<file path="config.mk">
export PLATFORM = sky130hd
export DESIGN_NAME = gowin_phase_step_responder
export DESIGN_NICKNAME = d
export VERILOG_FILES = /design/src/rtl/gowin_phase_step_responder.sv
export SDC_FILE = /design/constraint.sdc
export NUM_CORES = 1
export LEC_CHECK = 0
export CAP_MARGIN = 5
export CORE_AREA = 2 2 70 72
export DETAILED_ROUTE_END_ITERATION = 8
export DIE_AREA = 0 0 72 74
export GPL_TIMING_DRIVEN = 0
export MAX_ROUTING_LAYER = met4
export PLACE_DENSITY = 0.42
export SYNTH_ARGS = -nofsm -noshare
export SYNTH_HDL_FRONTEND = slang
export SYNTH_SLANG_ARGS = --single-unit
</file>
<file path="constraint.sdc">
create_clock -name clk -period 2.5 [get_ports clk]
set_input_delay 0.25 -clock clk [delete_from_list [all_inputs] [get_ports clk]]
set_output_delay 0.25 -clock clk [all_outputs]
set_load 0.02 [all_outputs]
</file>
<file path="src/rtl/gowin_phase_step_responder.sv">
// gowin_phase_step_responder
// Responder side of the DDR3 write-leveling phase-step handshake for Gowin
// rPLLs. Asynchronous step requests are synchronized, edge-detected and
// turned into single +/-1 changes of the PSDA phase word. A settle window
// follows each change, and one extra request may be queued during it.
// DUTYDA tracks PSDA with a constant +8 offset (50% duty).

module gowin_phase_step_responder #(
    parameter int PHASE_INIT    = 12,
    parameter int SETTLE_CYCLES = 64,
    parameter int SYNC_STAGES   = 2
) (
    input  logic       clk,
    input  logic       rst_n,
    input  logic       phase_step,
    input  logic       phase_updn,
    output logic       phase_done,
    output logic [3:0] psda,
    output logic [3:0] duty_da,
    output logic       step_dropped
);

    localparam int              CNT_W       = $clog2(SETTLE_CYCLES);
    localparam logic [CNT_W-1:0] SETTLE_LOAD = CNT_W'(SETTLE_CYCLES - 1);
    localparam logic [CNT_W-1:0] CNT_ONE     = CNT_W'(1);
    localparam logic [3:0]      PSDA_RST    = PHASE_INIT[3:0];
    localparam logic [3:0]      DUTY_RST    = PSDA_RST + 4'd8;

    localparam logic [0:0] ST_IDLE   = 1'b0;
    localparam logic [0:0] ST_SETTLE = 1'b1;

    // ------------------------------------------------------------------
    // Front end: synchronizers, edge register, arming, registered event
    // ------------------------------------------------------------------
    logic [SYNC_STAGES-1:0] step_sync_q, step_sync_d;
    logic [SYNC_STAGES-1:0] updn_sync_q, updn_sync_d;
    logic [SYNC_STAGES-1:0] fill_q,      fill_d;
    logic                   step_prev_q, step_prev_d;
    logic                   armed_q,     armed_d;
    logic                   evt_q,       evt_d;
    logic                   evt_dir_q,   evt_dir_d;

    logic                   step_s;
    logic                   updn_s;
    logic                   step_valid;

    // ------------------------------------------------------------------
    // Step engine state
    // ------------------------------------------------------------------
    logic [0:0]       state_q,    state_d;
    logic [CNT_W-1:0] cnt_q,      cnt_d;
    logic             pending_q,  pending_d;
    logic             pend_dir_q, pend_dir_d;
    logic [3:0]       psda_q,     psda_d;
    logic [3:0]       duty_q,     duty_d;
    logic             done_q,     done_d;
    logic             dropped_q,  dropped_d;

    function automatic logic [3:0] step_word(input logic [3:0] w, input logic up);
        return up ? (w + 4'd1) : (w - 4'd1);
    endfunction

    assign step_s     = step_sync_q[SYNC_STAGES-1];
    assign updn_s     = updn_sync_q[SYNC_STAGES-1];
    assign step_valid = fill_q[SYNC_STAGES-1];

    // Synchronize requests, detect qualified rising edges of phase_step
    always_comb begin
        step_sync_d = {step_sync_q[SYNC_STAGES-2:0], phase_step};
        updn_sync_d = {updn_sync_q[SYNC_STAGES-2:0], phase_updn};
        // The chain resets to 0, so its output only reflects the real input
        // once it has been refilled; arming on the reset zeros would turn a
        // request held high across reset release into a spurious step.
        fill_d      = {fill_q[SYNC_STAGES-2:0], 1'b1};
        step_prev_d = step_s;
        armed_d     = armed_q | (step_valid & ~step_s);
        evt_d       = step_s & ~step_prev_q & armed_q;
        evt_dir_d   = updn_s;
    end

    // Front-end registers
    always_ff @(posedge clk or negedge rst_n) begin
        if (!rst_n) begin
            step_sync_q <= '0;
            updn_sync_q <= '0;
            fill_q      <= '0;
            step_prev_q <= 1'b0;
            armed_q     <= 1'b0;
            evt_q       <= 1'b0;
            evt_dir_q   <= 1'b0;
        end else begin
            step_sync_q <= step_sync_d;
            updn_sync_q <= updn_sync_d;
            fill_q      <= fill_d;
            step_prev_q <= step_prev_d;
            armed_q     <= armed_d;
            evt_q       <= evt_d;
            evt_dir_q   <= evt_dir_d;
        end
    end

    // Apply steps, run the settle window, queue or drop extra requests
    always_comb begin
        state_d    = state_q;
        cnt_d      = cnt_q;
        pending_d  = pending_q;
        pend_dir_d = pend_dir_q;
        psda_d     = psda_q;
        dropped_d  = dropped_q;

        case (state_q)
            ST_IDLE: begin
                if (evt_q) begin
                    psda_d  = step_word(psda_q, evt_dir_q);
                    cnt_d   = SETTLE_LOAD;
                    state_d = ST_SETTLE;
                end
            end
            ST_SETTLE: begin
                if (cnt_q == '0) begin
                    if (pending_q) begin
                        psda_d    = step_word(psda_q, pend_dir_q);
                        cnt_d     = SETTLE_LOAD;
                        pending_d = 1'b0;
                        if (evt_q) begin
                            dropped_d = 1'b1;
                        end
                    end else if (evt_q) begin
                        // Request arriving on the last settle cycle is queued
                        // and consumed at the same edge.
                        psda_d = step_word(psda_q, evt_dir_q);
                        cnt_d  = SETTLE_LOAD;
                    end else begin
                        state_d = ST_IDLE;
                    end
                end else begin
                    cnt_d = cnt_q - CNT_ONE;
                    if (evt_q) begin
                        if (pending_q) begin
                            dropped_d = 1'b1;
                        end else begin
                            pending_d  = 1'b1;
                            pend_dir_d = evt_dir_q;
                        end
                    end
                end
            end
            default: begin
                state_d = ST_IDLE;
            end
        endcase

        duty_d = psda_d + 4'd8;
        done_d = (state_d == ST_IDLE);
    end

    // Step engine registers
    always_ff @(posedge clk or negedge rst_n) begin
        if (!rst_n) begin
            state_q    <= ST_IDLE;
            cnt_q      <= '0;
            pending_q  <= 1'b0;
            pend_dir_q <= 1'b0;
            psda_q     <= PSDA_RST;
            duty_q     <= DUTY_RST;
            done_q     <= 1'b1;
            dropped_q  <= 1'b0;
        end else begin
            state_q    <= state_d;
            cnt_q      <= cnt_d;
            pending_q  <= pending_d;
            pend_dir_q <= pend_dir_d;
            psda_q     <= psda_d;
            duty_q     <= duty_d;
            done_q     <= done_d;
            dropped_q  <= dropped_d;
        end
    end

    assign phase_done   = done_q;
    assign psda         = psda_q;
    assign duty_da      = duty_q;
    assign step_dropped = dropped_q;

endmodule

</file>
# Yosys cells after proc, flatten, opt, wreduce, memory -nomap -nowiden
# Cells that the tools add are included.
# word_totals
ff_bits,29
in_bits,4
out_inout_bits,10
elab_cells,54
# op_classes
add_sub_neg,4
mux,20
bitwise_logic,10
reduce_logical,5
# ops
op,n
2-to-1 mux 4 bit,5
2-to-1 mux 6 bit,3
one-hot mux 6 bit (2 select lines),1
2-to-1 mux 1 bit,9
one-hot mux 4 bit (2 select lines),1
zero test 6 bit,1
NOT 1 bit,6
"subtractor 6 x 1 -> 6 bit, second input constant",1
"adder 4 x 1 -> 4 bit, second input constant",1
"adder 4 bit, second input constant",1
AND reduction 4 bit,1
"subtractor 4 x 1 -> 4 bit, second input constant",1
AND 1 bit,3
AND reduction 3 bit,1
one-hot mux 1 bit (2 select lines),1
AND reduction 2 bit,1
nonzero test 2 bit,1
OR 1 bit,1

# Logic depth before layout (Yosys ltp)
# depth
depth_word,7
ltp_mapped,7

# Worst setup path after synthesis
# OpenSTA, ideal clock, no wires.
# synth_timing
path_type,flip-flop to flip-flop
start,register cnt_q[0]
end,register pend_dir_q
t_arrival_ns,1.830
t_required_ns,2.373
slack_ns,0.542
stages_incl_launch_ff,7
path_cell_list,dfrtp_1 > inv_1 > ha_1 > or4b_4 > o21a_4 > nand3b_2 > mux2_1
# synth_via
elab_chain_len,3
# synth_rtl
item,line,rtl
from (decl),51,"logic [CNT_W-1:0] cnt_q, cnt_d;"
from (signal assigned),170,cnt_q <= cnt_d;
zero test 6 bit,120,if (cnt_q == '0) begin
NOT 1 bit (no line),-,
AND reduction 4 bit (no line),-,
to (signal assigned),172,pend_dir_q <= pend_dir_d;
to (decl),53,"logic pend_dir_q, pend_dir_d;"
# Every way passes these cells.
# A chain may end at the register's enable or synchronous reset.

# Worst setup path in the final report
# Ends and elaborated chain as after synthesis.

==> flow_results.xml <==
<?xml version="1.0" encoding="UTF-8"?>
<metrics>
  <group name="drt">
    <metric name="topRoutingLayerUsed" unit="">met4</metric>
    <metric name="m1WireLength" unit="um">1280</metric>
    <metric name="route.met2.wl" unit="um">1210</metric>
    <metric name="route.detailed.vias_per_inst" unit="">4.83</metric>
    <metric name="drt_iter0_markers" unit="">49</metric>
    <metric name="drt_wl_total" unit="um">2620</metric>
    <metric name="route.detailed.wl_per_inst" unit="um">13.7</metric>
    <metric name="routed-via-count" unit="">923</metric>
    <metric name="dr_wl_met3" unit="um">92</metric>
    <metric name="postRouteAntennaNets" unit="">0</metric>
    <metric name="drt_pass1_iterations" unit="">3</metric>
    <metric name="post-route-drc-count" unit="">0</metric>
  </group>
  <group name="synth">
    <metric name="postSynthRegisterBits" unit="">26</metric>
    <metric name="synth_edf_count" unit="">0</metric>
    <metric name="synth-async-reset-ratio" unit="">1.00</metric>
    <metric name="syn_inst" unit="">120</metric>
    <metric name="synth.lib_cells_used.distinct" unit="">44</metric>
    <metric name="yosys_warnings" unit="">0</metric>
    <metric name="syn_area" unit="mm^2">0.00132</metric>
    <metric name="most_used_flip_flop_cell_after_synthesis" unit="">dfrtp_1</metric>
    <metric name="synth_area_per_cell" unit="um^2">11.0</metric>
    <metric name="synth-seq-area-share" unit="">0.498</metric>
    <metric name="postSynthNetCount" unit="">127</metric>
  </group>
  <group name="setup_path">
    <metric name="criticalPathCategory" unit="">flop to flop</metric>
    <metric name="cp_cell_sequence" unit="">inv_1 -&gt; ha_1 -&gt; or4b_4 -&gt; o21a_4 -&gt; nand3b_2 -&gt; mux2_1</metric>
    <metric name="critPathRequiredTime" unit="ns">2.66</metric>
    <metric name="cp_slowest_stage_delay" unit="ns">0.58</metric>
    <metric name="worstPathBufferInverterCount" unit="">1</metric>
    <metric name="worstSetupStartpointType" unit="">flop</metric>
    <metric name="arrival" unit="ns">2.28</metric>
    <metric name="path_delay_family" unit="">simple AND/OR/NAND/NOR gates</metric>
    <metric name="critical-path-slowest-cell" unit="">or4b_4</metric>
    <metric name="endpoint_kind" unit="">flop</metric>
    <metric name="r2r_slack" unit="ns">0.38</metric>
    <metric name="crit_fanout" unit="">6</metric>
  </group>
  <group name="power_and_ir_drop">
    <metric name="power.share.sequential" unit="">0.428</metric>
    <metric name="power_report.internal_total" unit="W">0.000934</metric>
    <metric name="power_per_cell_area" unit="mW/mm^2">959</metric>
    <metric name="maximum_vdd_drop" unit="mV">0.311</metric>
    <metric name="p_sw" unit="W">0.000554</metric>
    <metric name="cellLeakagePower" unit="nW">0.640</metric>
    <metric name="pwr-share-comb" unit="">0.405</metric>
    <metric name="share_clk_of_total_power" unit="">0.167</metric>
    <metric name="power.share.switching" unit="">0.372</metric>
  </group>
  <group name="timing">
    <metric name="grt_setup_unrepaired" unit="">false</metric>
    <metric name="slew_headroom" unit="">0.610</metric>
    <metric name="fmax" unit="MHz">472</metric>
    <metric name="max_slew.worst_pin.slew" unit="ns">0.585</metric>
    <metric name="timing_hold_violations_final" unit="">23</metric>
    <metric name="fin_worst_skew" unit="ns">0.00167</metric>
    <metric name="fin_setup_tns" unit="ns">0</metric>
    <metric name="max_transition_viols_final" unit="">0</metric>
    <metric name="hold_worst_slack" unit="ns">-0.0321</metric>
    <metric name="final_min_period_over_clock_period" unit="">0.848</metric>
    <metric name="layout_min_cycle_time" unit="ns">2.12</metric>
    <metric name="final-setup-viol-count" unit="">0</metric>
  </group>
  <group name="global_route">
    <metric name="grt_first_pass_wirelength" unit="um">4570</metric>
    <metric name="grt_antenna_before_repair" unit="">0</metric>
    <metric name="grt_util_all_layers" unit="">0.117</metric>
    <metric name="grt_start_max_net_pins" unit="">27</metric>
    <metric name="number_of_global_route_vias_before_repair" unit="">916</metric>
    <metric name="grt.overflow.total" unit="">0</metric>
  </group>
  <group name="place">
    <metric name="number_of_port_buffers" unit="">13</metric>
    <metric name="placer_congestion" unit="">0.805</metric>
    <metric name="place_hpwl" unit="um">1820</metric>
  </group>
  <group name="layout">
    <metric name="area_delta_synth_final" unit="%">18.1</metric>
    <metric name="fillCellCount" unit="">476</metric>
    <metric name="post-route-util" unit="">0.338</metric>
    <metric name="share_of_layout_cells_above_drive_strength_1" unit="">0.168</metric>
    <metric name="n_antenna_cell" unit="">0</metric>
    <metric name="nNetsFinal" unit="">145</metric>
  </group>
  <group name="floorplanning">
    <metric name="initial_utilization" unit="">0.286</metric>
    <metric name="die-height" unit="um">74</metric>
    <metric name="core_area" unit="mm^2">0.00460</metric>
    <metric name="row_count" unit="">25</metric>
    <metric name="dieWidth" unit="um">72</metric>
    <metric name="fp.dieArea" unit="mm^2">0.00533</metric>
    <metric name="io_pins" unit="">14</metric>
  </group>
  <group name="cts">
    <metric name="cts.root.buffer_cell" unit="">clkbuf_8</metric>
    <metric name="cts.htree.levels" unit="">1</metric>
    <metric name="cts-hold-fix-buffers" unit="">0</metric>
    <metric name="clock_buffer_count_from_cts" unit="">3</metric>
    <metric name="cts_sinks" unit="">26</metric>
    <metric name="clock_tree.buffer_depth" unit="">2</metric>
    <metric name="post_cts_resize_count" unit="">0</metric>
    <metric name="cts_setup_buffers" unit="">0</metric>
    <metric name="cts_tree" unit="">yes</metric>
    <metric name="clkSlewWorstSetupHoldPaths" unit="ns">0.09</metric>
    <metric name="insertion_delay" unit="ns">0.27</metric>
  </group>
  <group name="flow_run">
    <metric name="max_cap_violations" unit="">0</metric>
  </group>
  <group name="hold_path">
    <metric name="hold_path_class" unit="">input pin to asynchronous set/reset pin</metric>
  </group>
  <group name="run_status">
    <metric name="run_status" unit="">finished, violations left</metric>
    <metric name="violations" unit="">hold timing</metric>
  </group>
</metrics>
routing by layer:
metal | track usage | vias up
li1 | - | 452
met1 | 0.151 | 450
met2 | 0.176 | 16
met3 | 0.0325 | 5
met4 | 0.0440 | 0
met5 | - | -
worst paths after layout:
path / start / cells past startpoint / endpoint
max in group asynchronous: rst_n / 1 / duty_da[3]$_DFF_PN0_
worst min register to register: step_sync_q[0]$_DFF_PN0_ / 0 / step_sync_q[1]$_DFF_PN0_
worst min-delay path: rst_n / 1 / pend_dir_q$_DFFE_PN0P_
worst max register to register: cnt_q[0]$_DFF_PN0_ / 6 / pend_dir_q$_DFFE_PN0P_
worst max-delay path: cnt_q[0]$_DFF_PN0_ / 6 / pend_dir_q$_DFFE_PN0P_
min in group clk: step_sync_q[0]$_DFF_PN0_ / 0 / step_sync_q[1]$_DFF_PN0_
stage by stage:
| stage | setup WS [ns] | cell area, um^2 | total power [W] | hold slack (ns) | cells |
|---|---|---|---|---|---|
| final | 0.379 | 1550 | 0.00149 | -0.0321 | 191 |
| after global routing | 0.295 | 1550 | 0.00161 | 0.00761 | 191 |
| after CTS | 0.363 | 1560 | 0.00151 | 0.358 | 191 |
| after detailed placement | 0.377 | 1510 | 0.00125 | 0.336 | 187 |
| after global placement | 0.400 | 1510 | 0.00124 | 0.331 | 187 |
| after floorplan | 0.542 | 1320 | 0.00106 | -0.0456 | 120 |
power by group through the flow:
| stage | sequential (W) | combinational, W | clock, W |
|---|---|---|---|
| after floorplan | 0.000660 | 0.000399 | 0 |
| after global placement | 0.000645 | 0.000592 | 0 |
| after detailed placement | 0.000647 | 0.000606 | 0 |
| after CTS | 0.000639 | 0.000610 | 0.000264 |
| after global routing | 0.000657 | 0.000669 | 0.000285 |
| final | 0.000638 | 0.000603 | 0.000248 |
synth_stat cells (2+ instances only):
library cell | number | area [um^2]
buf_4 | 5 | 37.5
and3_1 | 2 | 12.5
and3b_1 | 2 | 17.5
dfstp_2 | 3 | 78.8
o21ai_0 | 7 | 35.0
nor3_1 | 2 | 10.0
clkbuf_1 | 4 | 15.0
a21oi_1 | 5 | 25.0
xor2_1 | 2 | 17.5
inv_1 | 7 | 26.3
mux2i_1 | 3 | 30.0
a22oi_1 | 3 | 22.5
nand4_1 | 2 | 12.5
xnor2_1 | 4 | 35.0
nand2_1 | 9 | 33.8
nand3_1 | 2 | 10.0
dfrtp_1 | 23 | 576
ha_1 | 3 | 37.5
nor2_1 | 7 | 26.3
cells by family (layout without fill, tap and decap cells):
| kind of cell | Yosys count | in the layout | share of synthesized area |
|---|---|---|---|
| flops | 26 | 26 | 0.498 |
| other cells | 1 | 1 | 0.00285 |
| mux | 4 | 4 | 0.0314 |
| fa+ha+maj | 3 | 3 | 0.0285 |
| buf+inv | 17 | 34 | 0.0628 |
| compound gates | 29 | 29 | 0.187 |
| xor+xnor | 6 | 6 | 0.0400 |
| simple gates | 34 | 34 | 0.149 |
sequential cells by signal, indices dropped and copies added (netlist names), 2 cells and up, named ones only:
register	count
cnt_q	6
duty_da	4
step_sync_q	2
updn_sync_q	2
fill_q	2
worst register-to-register path, delay by kind of cell, from the launching register on:
kind	cells	cell delay, ns
simple gates	2	0.66
flops	1	0.42
mux	1	0.32
fa+ha+maj	1	0.28
compound gates	1	0.26
buf+inv	1	0.07
area by class of cell:
type	instances	area, um^2	area share
Inverter	8	30.0	0.0193
Clock buffer	4	45.0	0.0290
Timing Repair Buffer	13	125	0.0806
Tap cell	54	67.6	0.0435
Buffer	9	52.6	0.0338
Sequential cell	26	654	0.421
Multi-Input combinational cell	77	578	0.372
cells in the final DEF, fill, tap and decap left out, types with 2 or more instances in the layout:
cell and instances:
dfrtp_1 23, dfstp_2 3, and3b_1 2, clkdlybuf4s50_1 12, nand4_1 2, a21oi_1 5
xnor2_1 4, nor3_1 2, mux2i_1 3, nand3_1 2, and3_1 2, clkbuf_8 3
xor2_1 2, inv_1 7, clkbuf_1 5, nand2_1 9, buf_4 5, nor2_1 7
ha_1 3, o21ai_0 7, a22oi_1 3
Power figures use the tool's default switching activity.
